[src/rtl/seg7_pkg.sv]
// Seven-segment glyph constants and nibble encoder.
// Glyphs are active-high, bit order {g,f,e,d,c,b,a}.
package seg7_pkg;

  localparam logic [6:0] SEG_BLANK = 7'b0000000;

  localparam logic [6:0] GLYPH_0 = 7'b0111111;
  localparam logic [6:0] GLYPH_1 = 7'b0000110;
  localparam logic [6:0] GLYPH_2 = 7'b1011011;
  localparam logic [6:0] GLYPH_3 = 7'b1001111;
  localparam logic [6:0] GLYPH_4 = 7'b1100110;
  localparam logic [6:0] GLYPH_5 = 7'b1101101;
  localparam logic [6:0] GLYPH_6 = 7'b1111101;
  localparam logic [6:0] GLYPH_7 = 7'b0000111;
  localparam logic [6:0] GLYPH_8 = 7'b1111111;
  localparam logic [6:0] GLYPH_9 = 7'b1101111;
  localparam logic [6:0] GLYPH_A = 7'b1110111;
  localparam logic [6:0] GLYPH_B = 7'b1111100;
  localparam logic [6:0] GLYPH_C = 7'b0111001;
  localparam logic [6:0] GLYPH_D = 7'b1011110;
  localparam logic [6:0] GLYPH_E = 7'b1111001;
  localparam logic [6:0] GLYPH_F = 7'b1110001;

  function automatic logic [6:0] seg7_encode(
    input logic [3:0] i_nib,
    input logic       i_hex_en
  );
    logic [6:0] w_glyph;
    w_glyph = SEG_BLANK;
    unique case (i_nib)
      4'h0: w_glyph = GLYPH_0;
      4'h1: w_glyph = GLYPH_1;
      4'h2: w_glyph = GLYPH_2;
      4'h3: w_glyph = GLYPH_3;
      4'h4: w_glyph = GLYPH_4;
      4'h5: w_glyph = GLYPH_5;
      4'h6: w_glyph = GLYPH_6;
      4'h7: w_glyph = GLYPH_7;
      4'h8: w_glyph = GLYPH_8;
      4'h9: w_glyph = GLYPH_9;
      4'hA: if (i_hex_en) w_glyph = GLYPH_A;
      4'hB: if (i_hex_en) w_glyph = GLYPH_B;
      4'hC: if (i_hex_en) w_glyph = GLYPH_C;
      4'hD: if (i_hex_en) w_glyph = GLYPH_D;
      4'hE: if (i_hex_en) w_glyph = GLYPH_E;
      4'hF: if (i_hex_en) w_glyph = GLYPH_F;
    endcase
    return w_glyph;
  endfunction

endpackage

[src/rtl/seg7_glyph_rom.sv]
// Combinational nibble-to-segment lookup with pin polarity.
// i_off forces every segment to its inactive level.
module seg7_glyph_rom
  import seg7_pkg::*;
#(
  parameter bit HEX_EN         = 1'b1,
  parameter bit SEG_ACTIVE_LOW = 1'b1
) (
  input  logic [3:0] i_nibble,
  input  logic       i_off,
  output logic [6:0] o_seg
);

  logic [6:0] w_glyph;

  always_comb begin
    w_glyph = SEG_BLANK;
    if (!i_off) w_glyph = seg7_encode(i_nibble, HEX_EN);
    o_seg = SEG_ACTIVE_LOW ? ~w_glyph : w_glyph;
  end

endmodule

[src/rtl/seven_seg_scan_driver.sv]
// Time-multiplexed seven-segment scan driver.
// New values are staged and only shown from a frame boundary.
module seven_seg_scan_driver
  import seg7_pkg::*;
#(
  parameter int DIGITS         = 4,
  parameter int REFRESH_DIV    = 50000,
  parameter int HEX_EN         = 1,
  parameter int SEG_ACTIVE_LOW = 1,
  parameter int AN_ACTIVE_LOW  = 1
) (
  input  logic                  clk,
  input  logic                  rst,
  input  logic [4*DIGITS-1:0]   value_in,
  input  logic [DIGITS-1:0]     dp_in,
  input  logic                  load,
  input  logic                  lz_en,
  input  logic                  blank,
  output logic [6:0]            seg,
  output logic                  dp,
  output logic [DIGITS-1:0]     an,
  output logic                  frame_done
);

  localparam int CNT_W = $clog2(REFRESH_DIV);
  localparam int IDX_W = (DIGITS > 1) ? $clog2(DIGITS) : 1;
  localparam logic [CNT_W-1:0] CNT_LAST = CNT_W'(REFRESH_DIV - 1);
  localparam logic [IDX_W-1:0] IDX_LAST = IDX_W'(DIGITS - 1);
  localparam logic SEG_OFF = (SEG_ACTIVE_LOW != 0);
  localparam logic [DIGITS-1:0] AN_OFF = {DIGITS{AN_ACTIVE_LOW != 0}};

  logic [CNT_W-1:0]    r_cnt;
  logic [IDX_W-1:0]    r_idx;
  logic [4*DIGITS-1:0] r_disp_val;
  logic [DIGITS-1:0]   r_disp_dp;
  logic [4*DIGITS-1:0] r_pend_val;
  logic [DIGITS-1:0]   r_pend_dp;
  logic                r_pend_v;
  logic [6:0]          r_seg;
  logic                r_dp;
  logic [DIGITS-1:0]   r_an;
  logic                r_fd;

  logic                w_adv;
  logic                w_wrap;
  logic [3:0]          w_nib;
  logic                w_dp_sel;
  logic [DIGITS-1:0]   w_onehot;
  logic [DIGITS-1:0]   w_zero_from;
  logic                w_acc;
  logic                w_sup;
  logic                w_off;
  logic [6:0]          w_seg;

  assign w_adv  = (r_cnt == CNT_LAST);
  assign w_wrap = w_adv && (r_idx == IDX_LAST);

  // w_zero_from[i]: every nibble at index >= i is zero
  always_comb begin
    w_acc       = 1'b1;
    w_zero_from = '0;
    for (int i = DIGITS - 1; i >= 0; i--) begin
      w_acc          = w_acc && (r_disp_val[4*i +: 4] == 4'h0);
      w_zero_from[i] = w_acc;
    end
  end

  always_comb begin
    w_nib    = 4'h0;
    w_dp_sel = 1'b0;
    w_onehot = '0;
    w_sup    = 1'b0;
    for (int i = 0; i < DIGITS; i++) begin
      if (r_idx == IDX_W'(i)) begin
        w_nib       = r_disp_val[4*i +: 4];
        w_dp_sel    = r_disp_dp[i];
        w_onehot[i] = 1'b1;
      end
    end
    for (int i = 1; i < DIGITS; i++) begin
      if (r_idx == IDX_W'(i)) w_sup = w_zero_from[i];
    end
  end

  assign w_off = lz_en && w_sup;

  seg7_glyph_rom #(
    .HEX_EN         (HEX_EN != 0),
    .SEG_ACTIVE_LOW (SEG_ACTIVE_LOW != 0)
  ) u_rom (
    .i_nibble (w_nib),
    .i_off    (w_off),
    .o_seg    (w_seg)
  );

  always_ff @(posedge clk) begin
    if (rst) begin
      r_cnt      <= '0;
      r_idx      <= '0;
      r_disp_val <= '0;
      r_disp_dp  <= '0;
      r_pend_val <= '0;
      r_pend_dp  <= '0;
      r_pend_v   <= 1'b0;
      r_seg      <= {7{SEG_OFF}};
      r_dp       <= SEG_OFF;
      r_an       <= AN_OFF;
      r_fd       <= 1'b0;
    end else begin
      r_cnt <= w_adv ? '0 : r_cnt + 1'b1;
      if (w_adv) r_idx <= w_wrap ? '0 : r_idx + 1'b1;
      r_fd <= w_wrap;
      if (w_wrap && r_pend_v) begin
        r_disp_val <= r_pend_val;
        r_disp_dp  <= r_pend_dp;
        r_pend_v   <= 1'b0;
      end
      // a load on the wrap cycle still wins the pending slot
      if (load) begin
        r_pend_val <= value_in;
        r_pend_dp  <= dp_in;
        r_pend_v   <= 1'b1;
      end
      r_seg <= w_seg;
      r_dp  <= (w_dp_sel && !w_off) ^ SEG_OFF;
      r_an  <= blank ? AN_OFF : (w_onehot ^ AN_OFF);
    end
  end

  assign seg        = r_seg;
  assign dp         = r_dp;
  assign an         = r_an;
  assign frame_done = r_fd;

endmodule

[config.mk]
export PLATFORM = sky130hd
export DESIGN_NAME = seven_seg_scan_driver
export DESIGN_NICKNAME = d
export VERILOG_FILES = /design/src/rtl/seg7_pkg.sv /design/src/rtl/seg7_glyph_rom.sv /design/src/rtl/seven_seg_scan_driver.sv
export SDC_FILE = /design/constraint.sdc
export NUM_CORES = 1
export LEC_CHECK = 0
export ABC_AREA = 0
export BUFFER_PORTS_ARGS = -buffer_cell sky130_fd_sc_hd__buf_2
export CORE_MARGIN = 4
export CORE_UTILIZATION = 40
export CTS_BUF_LIST = sky130_fd_sc_hd__clkbuf_8 sky130_fd_sc_hd__clkbuf_16
export DETAILED_ROUTE_END_ITERATION = 10
export SLEW_MARGIN = 10
export SYNTH_ARGS = -nofsm -noshare
export SYNTH_HDL_FRONTEND = slang
export SYNTH_SLANG_ARGS = --single-unit
[constraint.sdc]
create_clock -name clk -period 2.2 [get_ports clk]
set_input_delay 0.22 -clock clk [delete_from_list [all_inputs] [get_ports clk]]
set_output_delay 0.22 -clock clk [all_outputs]
set_load 0.1 [all_outputs]
Word-level counts from Yosys, hierarchy flattened
Cells that the tools add are included.
W data, S select, Z words.
- bitwise logic cells: 3
- $add $sub $neg: 2
- equality and inequality tests: 19
- reduce and logical (&&, ||, !) cells: 15
- multiplexer cells: 20
- operators with widths (operator ; count):
    $pmux W7 S16 ; 1
    $eq A4 B4 Y1 const B ; 8
    $add A16 B1 Y16 const B ; 1
    $eq A16 B16 Y1 const B ; 1
    $eq A4 B3 Y1 const B ; 4
    $logic_not A4 Y1 ; 4
    $mux W4 ; 4
    $mux W1 ; 13
    $eq A4 B2 Y1 const B ; 2
    $mux W7 ; 1
    $not A7 Y7 ; 1
    $logic_and A1 B1 Y1 ; 6
    $eq A2 B2 Y1 const B ; 2
    $eq A4 B1 Y1 const B ; 1
    $not A4 Y4 ; 1
    $reduce_or A2 Y1 ; 2
    $add A2 B1 Y2 const B ; 1
    $eq A2 B1 Y1 const B ; 1
    $logic_not A2 Y1 ; 1
    $mux W2 ; 1
    $reduce_bool A2 Y1 ; 1
    $logic_not A1 Y1 ; 1
    $not A1 Y1 ; 1
- register bits after elaboration: 72
- bits of input ports: 25
- word-level logic and storage cells: 70
- output and inout port bits: 13

Logic depth before layout (Yosys ltp)
- depth after elaboration: 10
- mapped depth: 9
- depth with buffers taken out: 7

Cells and area by module
Synthesis repeated with hierarchy kept, for this count alone.
- cells, all modules: 354
- area, all modules: 3239.4 µm²
- modules (own cells, without submodules) (module ; cells an instance ; times used ; area an instance (µm²) ; seq. area each (µm²)):
    seven_seg_scan_driver ; 319 ; 1 ; 2982.9 ; 1441.4
    seg7_glyph_rom ; 35 ; 1 ; 256.5 ; 0.0

Least setup slack after synthesis
Ideal clock, no wire load.
- kind: reg2reg
- from: register r_idx[1]
- to: register r_seg[3] (netlist: seg[3])
- data required time: 2066 ps
- data arrival time: 2144 ps
- clock period less this slack: 2278 ps
- stages on the path, launching flop included: 8
- buffers on the path: 1
- slack: -78 ps
- library setup time: 134 ps
- cell sequence: dfxtp_1 > inv_1 > ha_1 > buf_2 > nand3b_1 > a311oi_1 > o31ai_1 > or4_1
- word-level cells in the longest chain between the ends: 9
- elaborated cells on any way between the ends: 31
- classes of those cells: 18 x eq/ne; 9 x mux; 1 x bitwise; 3 x reduce/logical
- RTL lines (element ; line ; source):
    start, declared ; seven_seg_scan_driver.sv:33 ; logic [IDX_W-1:0] r_idx;
    start signal, assigned ; seven_seg_scan_driver.sv:111 ; if (w_adv) r_idx <= w_wrap ? '0 : r_idx + 1'b1;
    $logic_not A2 Y1 ; seven_seg_scan_driver.sv:74 ; if (r_idx == IDX_W'(i)) begin
    $mux W4 (4 in a row) ; seven_seg_scan_driver.sv:74 ;
    $eq A4 B4 Y1, or another cell as far along ; seg7_pkg.sv:30 ; unique case (i_nib)
    $pmux W7 S16 ; seg7_pkg.sv:30 ;
    $mux W7 * ; seg7_glyph_rom.sv:18 ; if (!i_off) w_glyph = seg7_encode(i_nibble, HEX_EN);
    $not A7 Y7 * ; seg7_glyph_rom.sv:19 ; o_seg = SEG_ACTIVE_LOW ? ~w_glyph : w_glyph;
    end signal, assigned ; seven_seg_scan_driver.sv:105 ; r_seg <= {7{SEG_OFF}};
    end signal, assigned ; seven_seg_scan_driver.sv:124 ; r_seg <= w_seg;
    end, declared ; seven_seg_scan_driver.sv:39 ; logic [6:0] r_seg;
Mark *: on every way between the ends. The rest lies on a longest branch, timed or not.
A chain may end at the register's enable or synchronous reset.

Worst setup path after layout
Ends and elaborated chain as after synthesis.

==> results by stage <==
Clock tree:
- For this design, the CTS-stage hold fixing added 0 buffers.
- The worst-skew pair later-pin latency is 0.34 ns.
- The buffer levels on the longest clock path is 2.
- Clock tree synthesis inserted a total of 9 buffers.
- The number of levels the H-tree was split into is 3.
- After clock tree synthesis, the clock-pin slew on the worst setup and hold paths is 0.08 ns.
- CTS saw 72 sinks.
- TritonCTS built the clock tree.
- In this run the clock root is driven by a clkbuf_8.

Finish:
- The area growth from synthesis to layout is 22.76%.
- The number of inserted diodes is 0.
- The number of fill cells in the layout is 690.
- Cells with a size suffix above 1 make up 29.25% of the layout.
- Across the whole layout, storage elements account for 1448 µm².
- For this run, the post-layout net count is 425.
- With fillers left out, the area of the finished cells amounts to 3759 µm².
- The area used by multi-input combinational logic is 1567 µm².

Placement:
- The placer congestion estimate is 0.7928.
- Port buffering added 37 buffers.
- The cell area reported after detailed placement is about 3400 µm².
- The post-DP HPWL is 4626 µm.

Timing:
- The hold violation count in the final report is 0.
- The clock skew is 0.008987 ns.
- The final-report max-slew violation count came to 0.
- Of the available clock period, the critical path in the final layout requires 98.12%.
- The final setup TNS is 0 ns.
- The transition at the pin with the smallest max-transition slack is 0.6356 ns.
- The final setup violation count is 0.
- The fmax is 0.4633 GHz.
- The relative max-transition margin is 57.63%.
- Setup repair after global routing could not meet its margin everywhere.
- The post-route minimum period is about 2.2 ns.

Routing:
- Detailed routing inserted a total of 2,512 vias.
- The post-detailed-route DRC marker count is 0.
- The routed design has around 6500 µm of wire.
- The number of DRC markers after the initial detailed-route iteration is 79.
- The remaining antenna violation count after routing is 0.
- The via density per instance is a little over 5.
- Before antenna repair, the detailed router went through 4 iterations.
- The wire length per cell after detailed routing is 13.05 µm.

Setup path:
- Data on the critical path is required at its endpoint by approximately 2.4 ns.
- For the worst setup path, the data arrival time is between 2 and 2.5 ns.
- The highest net fanout along the worst path is 6.
- The worst reg2reg path endpoint is seg[3]$_SDFF_PP1_.
- The origin of the critical flop-to-flop path is r_idx[1]$_SDFFE_PP0N_.
- In this run the worst setup path terminates at seg[3]$_SDFF_PP1_.
- The critical path capture point type is a flop.
- Counting cells, the worst reg-to-reg path comes to 7.
- The category of the critical setup timing path is flop to flop.
- Tracing the worst setup path back leads to its startpoint at r_idx[1]$_SDFFE_PP0N_.
- STA classifies the critical path startpoint as a flop.
- The register-to-register path setup slack is 0.04 ns.

Floorplan:
- The initial utilization of the core area, before any placement, comes to 41.76%.
- The height of the die is 95.49 µm.
- The number of placement rows is 31.
- The number of primary I/O pins is 38.
- Measured along the x axis, the die boundary spans 95.49 µm.
- In this run the standard cell core region covers 7331 µm².
- The die covers 9118 µm².

Yosys:
- The synthesized design devotes to its leading area cell type between 40 and 50% of total area.
- The mean area per synthesized cell is 8.952 µm².
- The count of flip-flops with a built-in enable after synthesis is 0.
- The proportion of synthesized flip-flops having asynchronous set or reset is 0%.
- The sequential share of the synthesized area is 47.08%.
- The cell count after synthesis is 342.
- The post-synthesis net count is 372.
- The synthesized netlist occupies a cell area of 3062 µm².
- The synthesized design contains 72 register bits.
- The Yosys step of the flow raised 0 warnings.
- The dominant cell type by area after synthesis is dfxtp_1.
- The distinct cell type count after synthesis is 45.
- The main flop type after synthesis is dfxtp_1.
- In the post-synthesis netlist, the biggest area contributors are dfxtp_1 (47%), mux2i_1 (6.5%), nand2_1 (6.0%).

Global route:
- The pin count of the biggest net entering global routing is 28.
- The number of global-route vias before repair was ~2,400.
- The first-pass GRT wire length is 10,990 µm.
- The initial antenna violation count is 0.
- The global-route usage over all layers is 15.41%.
- The leftover overflow at the end of global routing is 0.

Power:
- The leakage power total is 1.437 nW.
- In this run the power density over the cells is roughly 700 nW/µm².
- The peak supply drop is 0.2460 mV.

Flow run:
- The number of violations of the max-capacitance limit is 0.

Worst hold path:
- The class of the tightest hold or removal check is input port to flop.
- The hold path startpoint is value_in[5].

Outcome:
- The run finished with clean final reports.
## layout make-up
| class | count | share of cell area [%] |
|---|---|---|
| multi-input combinational | 242 | 41.68 |
| tap | 99 | 3.296 |
| sequential | 72 | 38.52 |
| timing repair buffer | 62 | 10.02 |
| inverter | 8 | 0.7989 |
| clock inverter | 6 | 2.031 |
| clock buffer | 10 | 3.662 |
## what timing repair did
item	4_1_cts	5_1_grt
pin swaps	1	4
hold endpoints to repair	0	0
setup endpoints to repair	4	24
gates resized for setup	6	12
setup buffers	0	3
## cell usage after synthesis, types with 6 or more instances
master / number
nand3b_1: 8
nor4_1: 6
inv_1: 8
o21ai_0: 9
nand2_1: 49
a21oi_1: 21
nand2_2: 10
nor2_1: 40
a21oi_2: 10
or3_1: 7
clkbuf_1: 10
nand3_1: 6
mux2i_1: 20
xor2_1: 7
dfxtp_1: 72
## state kept, by name (all words and copies together) (netlist names)
| signal | count |
|---|---|
| r_pend_v | 1 |
| r_idx | 2 |
| r_pend_dp | 4 |
| r_disp_val | 16 |
| seg | 7 |
| r_disp_dp | 4 |
| r_cnt | 16 |
| an | 4 |
| dp | 1 |
| frame_done | 1 |
| r_pend_val | 16 |
## cells by family (layout without fill, tap and decap cells)
kind of cell | Yosys count | count (layout) | share of synthesized area (%)
adder cells (fa/ha/maj) | 6 | 6 | 2.370
AO/OA/AOI/OAI | 57 | 57 | 12.71
multiplexers | 20 | 20 | 6.539
AND/OR/NAND/NOR | 148 | 148 | 23.74
flip-flops | 72 | 72 | 47.08
buffers and inverters | 28 | 86 | 4.414
XOR/XNOR | 11 | 11 | 3.147
## metrics by stage
step                      hold WS (ns)  total power, mW  std cells  setup WS, ns  util, %
after floorplan                 0.3475            1.505        342      0.002564        -
after global placement          0.4329            1.552        480       0.02418    47.04
after detailed placement        0.4402            1.555        480      -0.03374    47.04
after CTS                      0.08999            2.685        496      0.007121    50.28
after global routing            0.1042            2.758        499      -0.07217    51.27
final                           0.1046            2.645        499       0.04141    51.27
## worst min path at each step
| stage | to | cells past startpoint |
|---|---|---|
| 2_1_floorplan | an[1]$_SDFF_PP1_ | 2 |
| 3_3_place_gp | r_cnt[0]$_SDFF_PP0_ | 1 |
| 3_5_place_dp | r_cnt[0]$_SDFF_PP0_ | 1 |
| 4_1_cts | r_pend_dp[1]$_SDFFE_PP0P_ | 3 |
| 5_1_grt | an[1]$_SDFF_PP1_ | 3 |
| 6_report | r_pend_val[5]$_SDFFE_PP0P_ | 3 |
## metal layers
layer | wire length, µm | global-route usage [%] | vias to the layer above
met4 | 95 | 5.687 | 0
li1 | - | - | 1283
met2 | 3031 | 23.62 | 44
met1 | 3066 | 20.40 | 1177
met5 | 0 | 0 | -
met3 | 316 | 4.736 | 8
## critical path, cell delays in order (launching register included)
cell      delay (ns)
dfxtp_2         0.36
inv_1           0.07
ha_2            0.20
buf_4           0.15
nand3b_1        0.22
a311oi_4        0.43
o31ai_2         0.10
or4_1           0.50
## placed cells by master (no fill, tap or decap), types with 9 or more instances in the layout
| cell type | n |
|---|---|
| a21oi_1 | 21 |
| buf_2 | 37 |
| dfxtp_1 | 69 |
| mux2i_1 | 20 |
| o21ai_0 | 9 |
| nand2_1 | 49 |
| nand2_2 | 10 |
| buf_4 | 24 |
| clkbuf_8 | 10 |
| a21oi_2 | 10 |
| nor2_1 | 39 |
| inv_1 | 11 |
## where the power goes
group          internal (mW)  switching [mW]  leakage (nW)
Sequential              1.34          0.0170         0.589
Combinational         0.0574           0.110         0.727
Clock                  0.656           0.468         0.120
Note: power is estimated with default switching activity, not from simulation.
